===== src/rtl/vector_alu_pkg.sv =====
// Shared constants and types for the vector ALU sequencer.
package vector_alu_pkg;

    localparam int NREGS  = 8;
    localparam int IDX_W  = $clog2(NREGS);
    localparam int DATA_W = 4;
    localparam int OP_W   = 5;

    localparam logic [OP_W-1:0] OPC_ADD = 5'b00000;
    localparam logic [OP_W-1:0] OPC_SUB = 5'b00001;
    localparam logic [OP_W-1:0] OPC_AND = 5'b00010;
    localparam logic [OP_W-1:0] OPC_OR  = 5'b00011;
    localparam logic [OP_W-1:0] OPC_XOR = 5'b00100;
    localparam logic [OP_W-1:0] OPC_SHL = 5'b00101;
    localparam logic [OP_W-1:0] OPC_SHR = 5'b00110;
    localparam logic [OP_W-1:0] OPC_NOT = 5'b00111;
    localparam logic [OP_W-1:0] OPC_MUL = 5'b01000;
    localparam logic [OP_W-1:0] OPC_MSW = 5'b01001;
    localparam logic [OP_W-1:0] OPC_CMP = 5'b01010;
    localparam logic [OP_W-1:0] OPC_NOP = 5'b11111;

    typedef enum logic [1:0] {
        IDLE  = 2'd0,
        EXEC  = 2'd1,
        WB_LO = 2'd2,
        WB_HI = 2'd3
    } seq_state_t;

    // Instruction fields held for the life of one instruction.
    typedef struct packed {
        logic [OP_W-1:0]  op;
        logic [IDX_W-1:0] rd;
    } instr_lat_t;

endpackage


===== src/rtl/vector_regfile.sv =====
// 8x4 register file: one write port, two read ports captured on enable,
// and a combinational debug read port.
module vector_regfile import vector_alu_pkg::*; #(
    parameter int NREGS = 8
) (
    input  logic              clk,
    input  logic              rst_n,
    input  logic              we,
    input  logic [IDX_W-1:0]  waddr,
    input  logic [DATA_W-1:0] wdata,
    input  logic              rd_en,
    input  logic [IDX_W-1:0]  raddr_a,
    input  logic [IDX_W-1:0]  raddr_b,
    output logic [DATA_W-1:0] rdata_a,
    output logic [DATA_W-1:0] rdata_b,
    input  logic [IDX_W-1:0]  dbg_addr,
    output logic [DATA_W-1:0] dbg_data
);

    logic [NREGS-1:0][DATA_W-1:0] regs;

    // Architectural register storage.
    always_ff @(posedge clk or negedge rst_n) begin
        if (!rst_n) regs <= '0;
        else if (we) regs[waddr] <= wdata;
    end

    // Operand capture; values are frozen at capture so a later write to
    // the same register cannot disturb an in-flight instruction.
    always_ff @(posedge clk or negedge rst_n) begin
        if (!rst_n) begin
            rdata_a <= '0;
            rdata_b <= '0;
        end else if (rd_en) begin
            rdata_a <= regs[raddr_a];
            rdata_b <= regs[raddr_b];
        end
    end

    assign dbg_data = regs[dbg_addr];

endmodule


===== src/rtl/vector_alu_sequencer.sv =====
// Single-issue sequencer driving an external combinational 4-bit ALU.
// MUL retires in two write cycles (low nibble to rd, high to rd+1).
module vector_alu_sequencer import vector_alu_pkg::*; #(
    parameter int              NREGS  = 8,
    parameter logic [OP_W-1:0] OP_MUL = 5'b01000,
    parameter logic [OP_W-1:0] OP_MSW = 5'b01001,
    parameter logic [OP_W-1:0] OP_NOP = 5'b11111
) (
    input  logic              clk,
    input  logic              rst_n,
    input  logic              instr_valid,
    output logic              instr_ready,
    input  logic [OP_W-1:0]   instr_op,
    input  logic [IDX_W-1:0]  instr_rd,
    input  logic [IDX_W-1:0]  instr_rs1,
    input  logic [IDX_W-1:0]  instr_rs2,
    output logic [DATA_W-1:0] alu_r,
    output logic [DATA_W-1:0] alu_s,
    output logic [OP_W-1:0]   alu_op,
    input  logic [DATA_W-1:0] alu_y,
    input  logic [7:0]        alu_y2,
    output logic              done,
    input  logic [IDX_W-1:0]  dbg_addr,
    output logic [DATA_W-1:0] dbg_data
);

    seq_state_t        state, state_nx;
    instr_lat_t        ins_q;
    logic [DATA_W-1:0] prod_hi;
    logic [DATA_W-1:0] opr_r, opr_s;
    logic              hs;
    logic              we;
    logic [IDX_W-1:0]  waddr;
    logic [DATA_W-1:0] wdata;

    assign instr_ready = (state == IDLE);
    assign hs          = instr_valid && instr_ready;

    vector_regfile #(.NREGS(NREGS)) u_rf (
        .clk      (clk),
        .rst_n    (rst_n),
        .we       (we),
        .waddr    (waddr),
        .wdata    (wdata),
        .rd_en    (hs),
        .raddr_a  (instr_rs1),
        .raddr_b  (instr_rs2),
        .rdata_a  (opr_r),
        .rdata_b  (opr_s),
        .dbg_addr (dbg_addr),
        .dbg_data (dbg_data)
    );

    // State register.
    always_ff @(posedge clk or negedge rst_n) begin
        if (!rst_n) state <= IDLE;
        else        state <= state_nx;
    end

    // Latch opcode/destination at handshake; hold the MUL high nibble so
    // WB_LO and later MSW instructions can use it.
    always_ff @(posedge clk or negedge rst_n) begin
        if (!rst_n) begin
            ins_q   <= '{op: OP_NOP, rd: '0};
            prod_hi <= '0;
        end else begin
            if (hs) ins_q <= '{op: instr_op, rd: instr_rd};
            if (state == EXEC && ins_q.op == OP_MUL) prod_hi <= alu_y2[7:4];
        end
    end

    // Next-state, ALU drive, register write and retirement pulse.
    always_comb begin
        state_nx = state;
        alu_r    = '0;
        alu_s    = '0;
        alu_op   = OP_NOP;
        we       = 1'b0;
        waddr    = ins_q.rd;
        wdata    = alu_y;
        done     = 1'b0;
        case (state)
            IDLE: begin
                if (instr_valid) state_nx = EXEC;
            end
            EXEC: begin
                alu_r    = opr_r;
                alu_s    = opr_s;
                alu_op   = ins_q.op;
                state_nx = WB_LO;
                if (ins_q.op == OP_MUL) begin
                    we    = 1'b1;
                    wdata = alu_y2[3:0];
                end else if (ins_q.op == OP_MSW) begin
                    we    = 1'b1;
                    wdata = prod_hi;
                end else if (ins_q.op != OP_NOP) begin
                    we    = 1'b1;
                    wdata = alu_y;
                end
            end
            WB_LO: begin
                if (ins_q.op == OP_MUL) begin
                    // High nibble lands in the next register, wrapping 7 -> 0.
                    we       = 1'b1;
                    waddr    = ins_q.rd + IDX_W'(1);
                    wdata    = prod_hi;
                    state_nx = WB_HI;
                end else begin
                    done     = 1'b1;
                    state_nx = IDLE;
                end
            end
            WB_HI: begin
                done     = 1'b1;
                state_nx = IDLE;
            end
            default: state_nx = IDLE;
        endcase
    end

endmodule


===== config.mk =====
export PLATFORM = sky130hd
export DESIGN_NAME = vector_alu_sequencer
export DESIGN_NICKNAME = d
export VERILOG_FILES = /design/src/rtl/vector_alu_pkg.sv /design/src/rtl/vector_regfile.sv /design/src/rtl/vector_alu_sequencer.sv
export SDC_FILE = /design/constraint.sdc
export NUM_CORES = 1
export LEC_CHECK = 0
export CORE_MARGIN = 4
export CORE_UTILIZATION = 36
export DETAILED_ROUTE_END_ITERATION = 6
export PLACE_DENSITY = 0.54
export SETUP_SLACK_MARGIN = 0.5
export SLEW_MARGIN = 10
export SYNTH_ARGS = -nofsm -noshare
export SYNTH_HDL_FRONTEND = slang
export SYNTH_SLANG_ARGS = --single-unit
export TNS_END_PERCENT = 5

===== constraint.sdc =====
create_clock -name clk -period 3.55 [get_ports clk]
set_input_delay 1.065 -clock clk [delete_from_list [all_inputs] [get_ports clk]]
set_output_delay 1.065 -clock clk [all_outputs]
set_load 0.01 [all_outputs]

# Word level (Yosys, flattened, before mapping)
# Cells that the tools add are included.
# W data, S select, Z words.
[totals]
ff_bits = 54
out_inout_bits = 19
wordCells = 59
[classes]
addsub = 1
magnitude_cmp = 5
eq_ne = 7
muxes = 28
reduce_logical = 4
[ops]
columns = ["cell", "n"]
rows = [
  ["$bmux W4 S3", 3],
  ["$mux W4", 9],
  ["$bwmux W32", 1],
  ["$lt A3 B4 Y1 const B", 4],
  ["$demux W4 S3", 1],
  ["$eq A5 B4 Y1 const B", 2],
  ["$pmux W2 S4", 1],
  ["$pmux W4 S2", 1],
  ["$mux W3", 2],
  ["$mux W1", 5],
  ["$mux W5", 1],
  ["$ne A5 B5 Y1 const B", 1],
  ["$eq A2 B2 Y1 const B", 2],
  ["$mux W2", 2],
  ["$pmux W1 S2", 2],
  ["$add A3 B1 Y3 const B", 1],
  ["$ge A3 B1 Y1 const B", 1],
  ["$logic_and A1 B1 Y1", 3],
  ["$eq A2 B1 Y1 const B", 1],
  ["$logic_not A2 Y1", 1],
  ["$ne A2 B2 Y1 const B", 1],
]

# Longest topological paths before layout
[depth]
word_depth = 8
ltp_mapped = 8
ltp_nobuf = 7

# By module
# A second synthesis with hierarchy kept.
[hier_totals]
cells_unflattened = 275
area_unflattened_um2 = 3378.2
[modules_own_cells]
columns = ["mod", "n_inst", "cells_per_inst", "area_each_um2"]
rows = [
  ["vector_regfile", 1, 173, 2324.7],
  ["vector_alu_sequencer", 1, 102, 1053.5],
]

# Worst setup path before layout
# No wires, ideal clock.
[synth_path]
path_type = "in2out"
start = "input port dbg_addr[0]"
end = "output port dbg_data[0]"
arrival_ns = 2.327
setup_slack_ns = 0.158
path_stages = 3
path_buffers = 1
cell_sequence = "clkbuf_1 mux4_2 mux2_2"
[synth_between]
elab_chain_len = 2
[synth_rtl]
columns = ["element", "line_no", "source"]
rows = [
  ["start: declaration", "vector_alu_sequencer.sv:23", "input logic [IDX_W-1:0] dbg_addr,"],
  ["$bmux W4 S3", "vector_regfile.sv:40", "assign dbg_data = regs[dbg_addr];"],
  ["$mux W4 (implied by the code)", "vector_regfile.sv:40", ""],
  ["end: declaration", "vector_alu_sequencer.sv:24", "output logic [DATA_W-1:0] dbg_data"],
]
# Every way passes these cells. The select of a mux whose other input is x is not followed.

# Worst setup path in the final report
[layout_path]
start = "input port dbg_addr[0]"
end = "output port dbg_data[2]"
# The elaborated chain is that of the path after synthesis.

==> results_dict.tcl <==
set metrics [dict create \
    critPathTopFamily "multiplexers" \
    layout_min_cycle_time_ps 3240 \
    place_congestion 0.766 \
    routedWlPerCell_um 17.6 \
    ys_types 36 \
    syn_area_per_cell_sq_um 12.5 \
    syn_inst 273 \
    start_util_pct 37.0 \
    grt_pass1_wl_mm 12.2 \
    syn_area_sq_um 3400 \
    post_cts_buffers 0 \
    critical_path_class "in2out" \
    clockBufferDepth 2 \
    crit_chain "buf_6, buf_12, mux4_2, mux2_4, buf_6" \
    endpoint_kind "primary output" \
    h-tree-depth 2 \
    max_stage_delay_ps 490 \
    num_vias 2305 \
    total_leakage_power_nw 1.65 \
    antenna_found_initial 0 \
    status "finished, final reports clean" \
    die_h_um 105 \
    grt_usage_pct 13.9 \
    maxCapViolations 0 \
    drc 0 \
    path_buf_inv 3 \
    cts.sinks 54 \
    vias_per_cell 5.37 \
    slowest_stage "mux4_2" \
    antenna_cells 0 \
    crit_start "dbg_addr[0]" \
    clk_latency_ps 300 \
    port_buffers 50 \
    hold_path_class "reg2reg" \
    fin_ws_ps 308 \
    cts_root_buffer "clkbuf_8" \
    drive_above_1_share_pct 32.4 \
    synth_seq_cells 54 \
    drtIter0Drc 104 \
    maxSlewViolCount 0 \
    fmax_mhz 308 \
    ys_seq_area_share_pct 39.9 \
    grt_pass1_vias 2207 \
    cts_tree "done" \
    cts_buffers 5 \
    setup-violations-final 0 \
    wl_mm 7.56 \
    grt_max_degree 55 \
    die-area_sq_um 11100 \
    post-route-period-util_pct 91.3 \
    io_pins 51 \
    dpl.hpwl_mm 5.87 \
    placementRows 35 \
    synthToLayoutAreaGrowth_pct 22.2 \
    p_per_area_nw_per_um2 750 \
    nets 355 \
    rsz0062_at_grt "true" \
    relSlewSlack_pct 49.4 \
    cp.arrival_ps 2180 \
    worst_pin_slew_ps 756 \
    gr-total-overflow 0 \
    cpMostUsedCell "buf_6" \
    clk_pin_slew_ps 90 \
    worstHoldStart "u_rf.rdata_a[1]$_DFFE_PN0P_" \
    hold_violations 0 \
    ir_worst_vdd_mv 0.219 \
    antenna_left 0 \
    syn-num-nets 310 \
    skew_ps 7.79 \
    yosys_warnings 0 \
    whs_ps 475 \
    crit_required_ps 2480 \
    totalNegativeSetupSlack_ps 0 \
    critPathMaxFanout 8 \
    setup.worst_path.start_class "primary input" \
    die_w_um 105 \
    dr.pass1.iters 4 \
    fp.coreArea_sq_um 9200 \
    place_ws_ps -501 \
    r2r-start "ins_q[6]$_DFFE_PN1P_" \
]
## worst register-to-register path, cell delays in order, from the launching register on
cell     delay (ps)
dfstp_2         560
or4b_1          500
buf_4           240
o21a_1          190
o21ai_0         150
nand3_1         300
mux2_1          410
## synthesized netlist by cell type (all sizes together)
library cell	instances	area share, %
mux2i	8	2.4
nand2	21	2.5
nor3	5	0.88
clkbuf	15	1.7
o21ai	15	2.2
a31oi	7	1.3
nor2	7	1.1
inv	4	0.44
o2111ai	2	0.52
nand2b	10	1.8
a22oi	1	0.22
o21a	5	1.1
mux2	52	17
o31a	1	0.26
buf	3	0.81
o31ai	1	0.22
dfrtp	49	36
and2	9	1.7
nor4b	1	0.44
nand3	5	0.74
a21oi	2	0.29
or4b	1	0.29
dfstp	5	3.9
ha	5	1.8
nor2b	6	1.1
nand4	4	0.74
a2111oi	2	1.6
mux4	24	16
a22o	1	0.29
a31o	2	0.52
## placed cells by master (no fill, tap or decap), types with 4 or more instances in the layout
cell	n
nand3_1	5
dfstp_2	5
clkbuf_8	6
nor2_2	5
nand2b_1	10
mux2_4	4
mux2_2	36
mux2i_1	8
ha_1	4
mux4_2	24
inv_1	4
dfrtp_1	49
nor2b_1	6
clkdlybuf4s50_1	43
mux2_1	12
o21ai_0	14
and2_1	9
a31oi_1	7
o21a_1	5
nor3_1	4
nand4_1	4
nand2_1	19
## cell type report
type	count	area [sq um]
well taps	111	139
repair buffers	56	571
multi-input cells	197	1960
flip-flops and latches	54	1360
fillers	849	5040
clock inverters	1	30.0
clock buffers	6	82.6
inverters	4	15.0
## through the flow
stage	cell area, sq um	std cells	utilization, %	total power, mW
after global routing	4160	429	45.2	3.34
after CTS	4150	429	45.2	3.14
after floorplan	3440	273	-	2.22
final	4160	429	45.2	3.12
after global placement	4050	422	44.0	2.68
after detailed placement	4050	422	44.0	2.72
## layer usage
layer / track usage, % / wire length [um] / up-vias
li1: - / - / 1121
met1: 20.6 / 3770 / 1144
met3: 2.53 / 200 / 5
met4: 2.81 / 71 / 0
met2: 21.1 / 3520 / 35
met5: 0 / 0 / -
## power by group
group	internal (mW)	switching, mW
Sequential	0.916	0.317
Combinational	0.795	0.675
Clock	0.226	0.188
Total	1.94	1.18
## final timing paths
| kind | slack [ps] | cells after the start | to |
|---|---|---|---|
| worst min-delay path | 480 | 2 | u_rf.rdata_a[1]$_DFFE_PN0P_ |
| worst max register to register | 1090 | 6 | u_rf.regs[25]$_DFFE_PN0P_ |
| worst min register to register | 480 | 2 | u_rf.rdata_a[1]$_DFFE_PN0P_ |
| worst max-delay path | 310 | 5 | dbg_data[2] |
| min in group asynchronous | 750 | 2 | u_rf.rdata_a[3]$_DFFE_PN0P_ |
| max in group asynchronous | 2520 | 2 | ins_q[6]$_DFFE_PN1P_ |
## repair_timing
item                       4_1_cts  5_1_grt
resized for setup               24        2
pin swaps                        0        0
hold buffers                     0        0
setup endpoints to repair       14       17
## flip-flops by register name (all words and copies together) (netlist names)
signal / flops
u_rf.rdata_b: 4
u_rf.regs: 32
ins_q: 8
state: 2
u_rf.rdata_a: 4
prod_hi: 4
## cells by family after synthesis
family          after synthesis  share of synthesized area, %
fa+ha+maj                     5                          1.84
flops                        54                          39.9
simple gates                 69                          11.3
mux                          84                          35.5
compound gates               39                          8.54
buf+inv                      22                          2.94
(Power assumes the default switching activity.)
